## src/rtl/result_uart_tx.sv

```systemverilog
// result_uart_tx: once the CPU halts, captures the 16-bit result and sends it
// to a host as a three-byte 8N1 UART packet: SYNC_BYTE, result[15:8], result[7:0].
// One packet per run. After the packet is sent, only reset re-arms the block.
module result_uart_tx #(
   parameter int unsigned CLKS_PER_BIT = 8,
   parameter logic [7:0]  SYNC_BYTE    = 8'hA5
) (
   input  logic        clk,
   input  logic        reset,
   input  logic        halt,
   input  logic [15:0] result,
   output logic        tx,
   output logic        busy,
   output logic        done
);

   // Bit-period counter runs 0 .. CLKS_PER_BIT-1.
   localparam int unsigned    CNT_W    = $clog2(CLKS_PER_BIT);
   localparam logic [CNT_W-1:0] CNT_LAST = CNT_W'(CLKS_PER_BIT - 1);

   localparam logic [2:0] S_IDLE  = 3'd0;
   localparam logic [2:0] S_START = 3'd1;
   localparam logic [2:0] S_DATA  = 3'd2;
   localparam logic [2:0] S_STOP  = 3'd3;
   localparam logic [2:0] S_DONE  = 3'd4;

   logic [2:0]       state_q,    state_d;
   logic             halt_q;
   logic [CNT_W-1:0] cnt_q,      cnt_d;
   logic [2:0]       bit_idx_q,  bit_idx_d;
   logic [1:0]       byte_idx_q, byte_idx_d;
   logic [7:0]       shift_q,    shift_d;
   logic [15:0]      shadow_q,   shadow_d;
   logic             tx_q,       tx_d;
   logic             busy_q,     busy_d;
   logic             done_q,     done_d;

   logic bit_end;
   logic capture;

   assign bit_end = (cnt_q == CNT_LAST);
   // halt_q resets to 0, so a halt that is already high at reset release
   // counts as a rising edge.
   assign capture = halt && !halt_q;

   // Next-state logic. The line level for each bit is computed here and
   // registered, so tx changes on the same edge that starts the bit.
   always_comb begin
      // NOTE: every _d signal gets a default first. A path that leaves one
      // unassigned would infer a latch.
      state_d    = state_q;
      cnt_d      = cnt_q;
      bit_idx_d  = bit_idx_q;
      byte_idx_d = byte_idx_q;
      shift_d    = shift_q;
      shadow_d   = shadow_q;
      tx_d       = tx_q;
      busy_d     = busy_q;
      done_d     = done_q;

      // The counter free-runs while a bit is on the line and wraps at each
      // bit boundary.
      if (state_q == S_START || state_q == S_DATA || state_q == S_STOP) begin
         cnt_d = bit_end ? '0 : cnt_q + CNT_W'(1);
      end else begin
         cnt_d = '0;
      end

      case (state_q)
         S_IDLE: begin
            tx_d = 1'b1;
            if (capture) begin
               shadow_d   = result;
               shift_d    = SYNC_BYTE;
               byte_idx_d = 2'd0;
               state_d    = S_START;
               tx_d       = 1'b0;
               busy_d     = 1'b1;
            end
         end

         S_START: begin
            if (bit_end) begin
               state_d   = S_DATA;
               bit_idx_d = 3'd0;
               tx_d      = shift_q[0];
               shift_d   = {1'b0, shift_q[7:1]};
            end
         end

         // LSB first. shift_q[0] always holds the next bit to send.
         S_DATA: begin
            if (bit_end) begin
               if (bit_idx_q == 3'd7) begin
                  state_d = S_STOP;
                  tx_d    = 1'b1;
               end else begin
                  bit_idx_d = bit_idx_q + 3'd1;
                  tx_d      = shift_q[0];
                  shift_d   = {1'b0, shift_q[7:1]};
               end
            end
         end

         // After a stop bit, either go straight to the next frame's start
         // bit with no idle gap, or finish the packet.
         S_STOP: begin
            if (bit_end) begin
               if (byte_idx_q < 2'd2) begin
                  byte_idx_d = byte_idx_q + 2'd1;
                  shift_d    = (byte_idx_q == 2'd0) ? shadow_q[15:8] : shadow_q[7:0];
                  state_d    = S_START;
                  tx_d       = 1'b0;
               end else begin
                  state_d = S_DONE;
                  tx_d    = 1'b1;
                  busy_d  = 1'b0;
                  done_d  = 1'b1;
               end
            end
         end

         // Terminal state. Later halt edges are ignored until reset.
         S_DONE: begin
            tx_d = 1'b1;
         end

         default: begin
            state_d = S_IDLE;
            tx_d    = 1'b1;
            busy_d  = 1'b0;
         end
      endcase
   end

   // Edge-detect register for halt.
   always_ff @(posedge clk or posedge reset) begin
      if (reset) begin
         halt_q <= 1'b0;
      end else begin
         halt_q <= halt;
      end
   end

   // State and datapath registers. The outputs come straight from flops.
   always_ff @(posedge clk or posedge reset) begin
      // NOTE: sequential state uses non-blocking assignments only, so every
      // flop samples the pre-edge values regardless of statement order.
      if (reset) begin
         state_q    <= S_IDLE;
         cnt_q      <= '0;
         bit_idx_q  <= 3'd0;
         byte_idx_q <= 2'd0;
         shift_q    <= 8'd0;
         shadow_q   <= 16'd0;
         tx_q       <= 1'b1;
         busy_q     <= 1'b0;
         done_q     <= 1'b0;
      end else begin
         state_q    <= state_d;
         cnt_q      <= cnt_d;
         bit_idx_q  <= bit_idx_d;
         byte_idx_q <= byte_idx_d;
         shift_q    <= shift_d;
         shadow_q   <= shadow_d;
         tx_q       <= tx_d;
         busy_q     <= busy_d;
         done_q     <= done_d;
      end
   end

   assign tx   = tx_q;
   assign busy = busy_q;
   assign done = done_q;

endmodule

```

## config.mk

```make
export PLATFORM = sky130hd
export DESIGN_NAME = result_uart_tx
export DESIGN_NICKNAME = d
export VERILOG_FILES = /design/src/rtl/result_uart_tx.sv
export SDC_FILE = /design/constraint.sdc
export NUM_CORES = 1
export LEC_CHECK = 0
export CAP_MARGIN = 20
export CORE_MARGIN = 3
export CORE_UTILIZATION = 50
export DETAILED_ROUTE_END_ITERATION = 10
export HOLD_SLACK_MARGIN = 0.08
export PLACE_DENSITY = 0.75
export SETUP_SLACK_MARGIN = 0.3
export SLEW_MARGIN = 0
export SYNTH_ARGS = -nofsm -noshare
export SYNTH_HDL_FRONTEND = slang
export SYNTH_SLANG_ARGS = --single-unit
```

## constraint.sdc

```tcl
create_clock -name clk -period 1.95 [get_ports clk]
set_clock_uncertainty 0.15 [all_clocks]
set_input_delay 0.585 -clock clk [delete_from_list [all_inputs] [get_ports clk]]
set_output_delay 0.585 -clock clk [all_outputs]
set_load 0.05 [all_outputs]
```

### Yosys cells after proc, flatten, opt, wreduce, memory -nomap -nowiden

Index checks and enable logic that the tools add are counted.

| operators by class | value |
|---|---|
| add/subtract/negate cells | 3 |
| $lt $le $gt $ge | 1 |
| eq/ne operators | 14 |
| muxes and demuxes | 36 |
| bitwise operators | 3 |
| reductions and logical operators | 18 |

Operator list:

| kind | count |
|---|---|
| 8-bit 2-to-1 mux | 7 |
| 3-bit 2-to-1 mux | 11 |
| 8-bit one-hot mux with 4 select lines | 1 |
| 3-bit one-hot mux with 5 select lines | 1 |
| 2-bit != test, second input constant | 6 |
| 4-bit AND reduction | 3 |
| 3-bit equality test, second input constant | 3 |
| 1-bit 2-to-1 mux | 9 |
| 7-bit AND reduction | 1 |
| 3-bit by 1-bit adder with 3-bit output, second input constant | 2 |
| 3-bit by 2-bit equality test with 1-bit output, second input constant | 2 |
| 2-bit 2-to-1 mux | 3 |
| 3-bit one-hot mux with 2 select lines | 1 |
| 3-bit AND reduction | 2 |
| 6-bit AND reduction | 1 |
| 2-bit by 1-bit != test with 1-bit output, second input constant | 2 |
| 1-bit one-hot mux with 4 select lines | 1 |
| 2-bit one-hot mux with 2 select lines | 1 |
| 2-bit nonzero test | 2 |
| 4-bit nonzero test | 1 |
| 3-bit by 1-bit equality test with 1-bit output, second input constant | 1 |
| 3-bit logical NOT | 1 |
| 1-bit inverter | 3 |
| 1-bit one-hot mux with 3 select lines | 1 |
| 8 further kinds | 9 |

| storage, ports and cells | value |
|---|---|
| register bits | 39 |
| input port bits | 19 |
| output and inout bits | 3 |
| word-level logic and storage cells | 85 |

### Logic depth before layout (Yosys ltp)

| depth | value |
|---|---|
| depth in word-level cells | 5 |
| gate-level depth with buffers | 7 |
| gate-level depth less buffers | 6 |

### Worst setup path before layout

No wires, ideal clock.

| path | value |
|---|---|
| kind | reg-to-reg |
| start point | register cnt_q[0] |
| end point | register shift_q[0] |
| setup time | 0.125 ns |
| arrival | 1.640 ns |
| data required time | 1.675 ns |
| path slack | 0.036 ns |
| cell stages (with the launch flop) | 8 |
| path buffers | 1 |
| clock period less this slack | 1.914 ns |
| path through | dfrtp_1 ha_1 ha_1 buf_2 nand2b_1 a21oi_1 o21ai_4 mux2_2 |

| between the ends | value |
|---|---|
| longest elaborated chain between the ends | 3 |
| elaborated cells between the ends (all ways) | 5 |
| those cells by class | eq/ne (4); reduce/logical (1) |

RTL lines:

| what | RTL line | text |
|---|---|---|
| from (decl) | 29 | `logic [CNT_W-1:0] cnt_q, cnt_d;` |
| from (signal assigned) | 161 | `cnt_q <= cnt_d;` |
| 3-bit equality test * | 41 | `assign bit_end = (cnt_q == CNT_LAST);` |
| 2-bit != test (no line) | n/a |  |
| 7-bit AND reduction (no line) * | n/a |  |
| to (signal assigned) | 164 | `shift_q <= shift_d;` |
| to (decl) | 32 | `logic [7:0] shift_q, shift_d;` |

Mark *: on every way between the ends. The rest lies on a longest branch, timed or not.
A chain may end at the register's enable or synchronous reset.

### Worst setup path in the final report

Same ends and word-level chain as after synthesis.

==> impl_metrics.env <==
export IMPL_synth_net_count=176
export IMPL_p_int_mw=2.84
export IMPL_fp_row_count=21
export IMPL_cts_buffers=5
export IMPL_clkTransAtPathRegs_ns=0.08
export IMPL_crit_chain="ha_4 > ha_4 > nand2b_4 > a21oi_4 > o21ai_4 > clkbuf_16 > mux2_4"
export IMPL_drv_cap=0
export IMPL_place_inst=227
export IMPL_via_per_inst=5.64
export IMPL_yosysTopAreaCellShare_pct=49.1
export IMPL_whs_ns=0.364
export IMPL_max_slew_margin_rel_pct=78.3
export IMPL_critical_path_max_fanout=4
export IMPL_min_path_type="reg2reg"
export IMPL_die_y_um=68.3
export IMPL_synthFlopType="dfrtp_1"
export IMPL_clockPowerShare_pct=11.7
export IMPL_postCtsHoldBufs=0
export IMPL_port_buffers=21
export IMPL_switchingPower_mw=1.64
export IMPL_fin_crit_ns=1.87
export IMPL_synth_cells=152
export IMPL_crit_buf_inv=1
export IMPL_slowest_stage="dfrtp_1"
export IMPL_max_stage_delay_ns=0.42
export IMPL_cts_sinks=39
export IMPL_fmax_mhz=536
export IMPL_gp_congestion=0.854
export IMPL_post_route_drc_count=0
export IMPL_start_kind="flip-flop"
export IMPL_drtIter0Drc=83
export IMPL_wirelength_um=4820
export IMPL_dieWidth_um=68.3
export IMPL_clkLatencyLatePin_ns=0.29
export IMPL_syn_mean_instance_area_um2=12.8
export IMPL_synth_cell_area_um2=1940
export IMPL_cp_top_family="flip-flops"
export IMPL_grt_max_degree=40
export IMPL_fin_cells=251
export IMPL_ys_top_cells_by_count="dfrtp_1 (38), mux2_2 (14), mux2_4 (10), mux2i_1 (9), o2bb2ai_1 (7)"
export IMPL_ys_warn_count=0
export IMPL_seq_power_share_pct=34.0
export IMPL_first_global_vias=1450
export IMPL_grt_total_usage_pct=21.4
export IMPL_p_leak_nw=1.23
export IMPL_synth_area_leaders="dfrtp_1 (49%), mux2_2 (8.1%), mux2_4 (7.7%), mux2i_1 (4.6%), ha_1 (3.2%)"
export IMPL_endpoint_kind="flip-flop"
export IMPL_wire_per_inst_um=19.2
export IMPL_start_util_pct=55.0
export IMPL_yosys_area_top_type="dfrtp_1"
export IMPL_grt_overflow_total=0
export IMPL_crit_type="reg2reg"
export IMPL_final_hold_violation_count=0
export IMPL_die_area_um2=4660
export IMPL_synth_most_common_cell="dfrtp_1"
export IMPL_tightestPinTransition_ns=0.322
export IMPL_htreeDepth=2
export IMPL_fin_area_um2=2750
export IMPL_powerDensity_nw_per_um2=1630
export IMPL_post_route_util_pct=78.1
export IMPL_synth_edf_count=0
export IMPL_finalSetupViolCount=0
export IMPL_rsz0062_at_grt="true"
export IMPL_combPwrFrac_pct=54.3
export IMPL_drive_above_1_share_pct=43.9
export IMPL_finalPower_mw=4.49
export IMPL_swShare_pct=36.6
export IMPL_placed_area_um2=2390
export IMPL_crit_top_cell="ha_4"
export IMPL_antenna_found_initial=0
export IMPL_firstDrtPassIters=4
export IMPL_core_um2=3520
export IMPL_synth_seq_cells=39
export IMPL_ant_nets=0
export IMPL_final_nets=228
export IMPL_cts_tree="yes"
export IMPL_syn_to_final_growth_pct=42.0
export IMPL_place_hpwl_um=2810
export IMPL_cts_root_buf="clkbuf_8"
export IMPL_ys_async_sr_fraction_pct=100
export IMPL_min_period_over_period_pct=95.6
export IMPL_synth_cell_types=41
export IMPL_via_count=1415
export IMPL_diodes=0
export IMPL_vdd_drop_max_v=0.000715
export IMPL_seq_area_frac_synth_pct=50.4
export IMPL_crit_required_ns=1.98
export IMPL_critPathArrivalTime_ns=1.90
export IMPL_grt_first_pass_wirelength_um=7100
export IMPL_maxSlewViolCount=0
export IMPL_status="finished clean"
export IMPL_io_pins=22
export IMPL_cts_buffer_depth=2
==> sequential cells by signal, indices dropped and copies added (netlist names) <==
| signal | count |
|---|---|
| bit_idx_q | 3 |
| busy | 1 |
| byte_idx_q | 2 |
| cnt_q | 3 |
| done | 1 |
| halt_q | 1 |
| shadow_q | 16 |
| shift_q | 8 |
| state_q | 3 |
| tx | 1 |
==> logic make-up (layout without fill, tap and decap cells) <==
group / Yosys count / count (layout) / synth area share (%)
xor+xnor: 2 / 2 / 0.904
buf+inv: 12 / 65 / 3.49
compound gates: 32 / 32 / 12.5
flops: 39 / 39 / 50.4
fa+ha+maj: 5 / 5 / 3.23
simple gates: 29 / 29 / 8.97
mux: 33 / 33 / 20.5
==> power groups by stage <==
| stage | sequential, mW | clock, mW | combinational [mW] |
|---|---|---|---|
| floorplan | 1.47 | 0 | 1.35 |
| global placement | 1.46 | 0 | 1.87 |
| detailed placement | 1.49 | 0 | 1.95 |
| CTS | 1.48 | 0.526 | 2.27 |
| global route | 1.56 | 0.568 | 2.61 |
| finish | 1.53 | 0.524 | 2.44 |
==> timing repair <==
action                     4_1_cts  5_1_grt
setup endpoints to repair       33       35
buffers inserted                10        5
gates resized for setup         24       12
pin swaps                        8        8
gates cloned                     1        0
==> cell usage in the layout (no fill, tap or decap), types with 2 or more instances in the layout <==
cell / Yosys / layout
a21oi_1: 3 / 2
a22oi_1: 2 / 2
a31oi_1: 2 / 2
and2_1: 3 / 3
buf_12: 0 / 6
buf_4: 1 / 21
buf_6: 2 / 6
clkbuf_8: 0 / 5
clkdlybuf4s50_1: 0 / 17
dfrtp_1: 38 / 35
dfrtp_2: 0 / 3
ha_4: 0 / 3
inv_1: 4 / 4
mux2_4: 10 / 23
mux2i_1: 9 / 9
nand2_1: 6 / 6
nand2b_4: 0 / 2
nor2_1: 5 / 5
o211ai_1: 4 / 4
o21ai_0: 5 / 4
o2bb2ai_1: 7 / 7
xnor2_1: 2 / 2
==> stage by stage <==
| step | setup TNS (ns) | setup slack (ns) |
|---|---|---|
| 2_1_floorplan | 0 | 0.0769 |
| 3_3_place_gp | -6.30 | -0.295 |
| 3_5_place_dp | -6.47 | -0.294 |
| 4_1_cts | 0 | 0.106 |
| 5_1_grt | 0 | 0.0249 |
| 6_report | 0 | 0.0849 |
==> path summary, 6_finish.rpt <==
check | endpoint | slack, ns | depth (start not counted) | start
worst max-delay path | shift_q[0] | 0.08 | 7 | cnt_q[0]
worst min-delay path | shadow_q[6] | 0.36 | 1 | shadow_q[6]
worst max register to register | shift_q[0] | 0.08 | 7 | cnt_q[0]
worst min register to register | shadow_q[6] | 0.36 | 1 | shadow_q[6]
max in group asynchronous | tx | 0.91 | 3 | reset
min in group asynchronous | shift_q[1] | 0.50 | 3 | reset
==> per-layer routing <==
layer	global-route usage, %	share of wire, %	routed length, µm	vias up
met2	36.5	53	2550	36
met4	9.18	2.2	104	0
met3	4.43	3.4	162	10
li1	-	-	-	652
met5	0	0	0	-
met1	25.9	42	2000	717
==> cell type report <==
type,count,area [µm²]
sequential,39,981
multi-input combinational,101,1060
fill,210,769
clock buffer,6,72.6
clock inverter,2,12.5
timing repair buffer,52,546
tap,46,57.6
inverter,5,18.8
No activity file was read; power rests on OpenSTA's default activity.
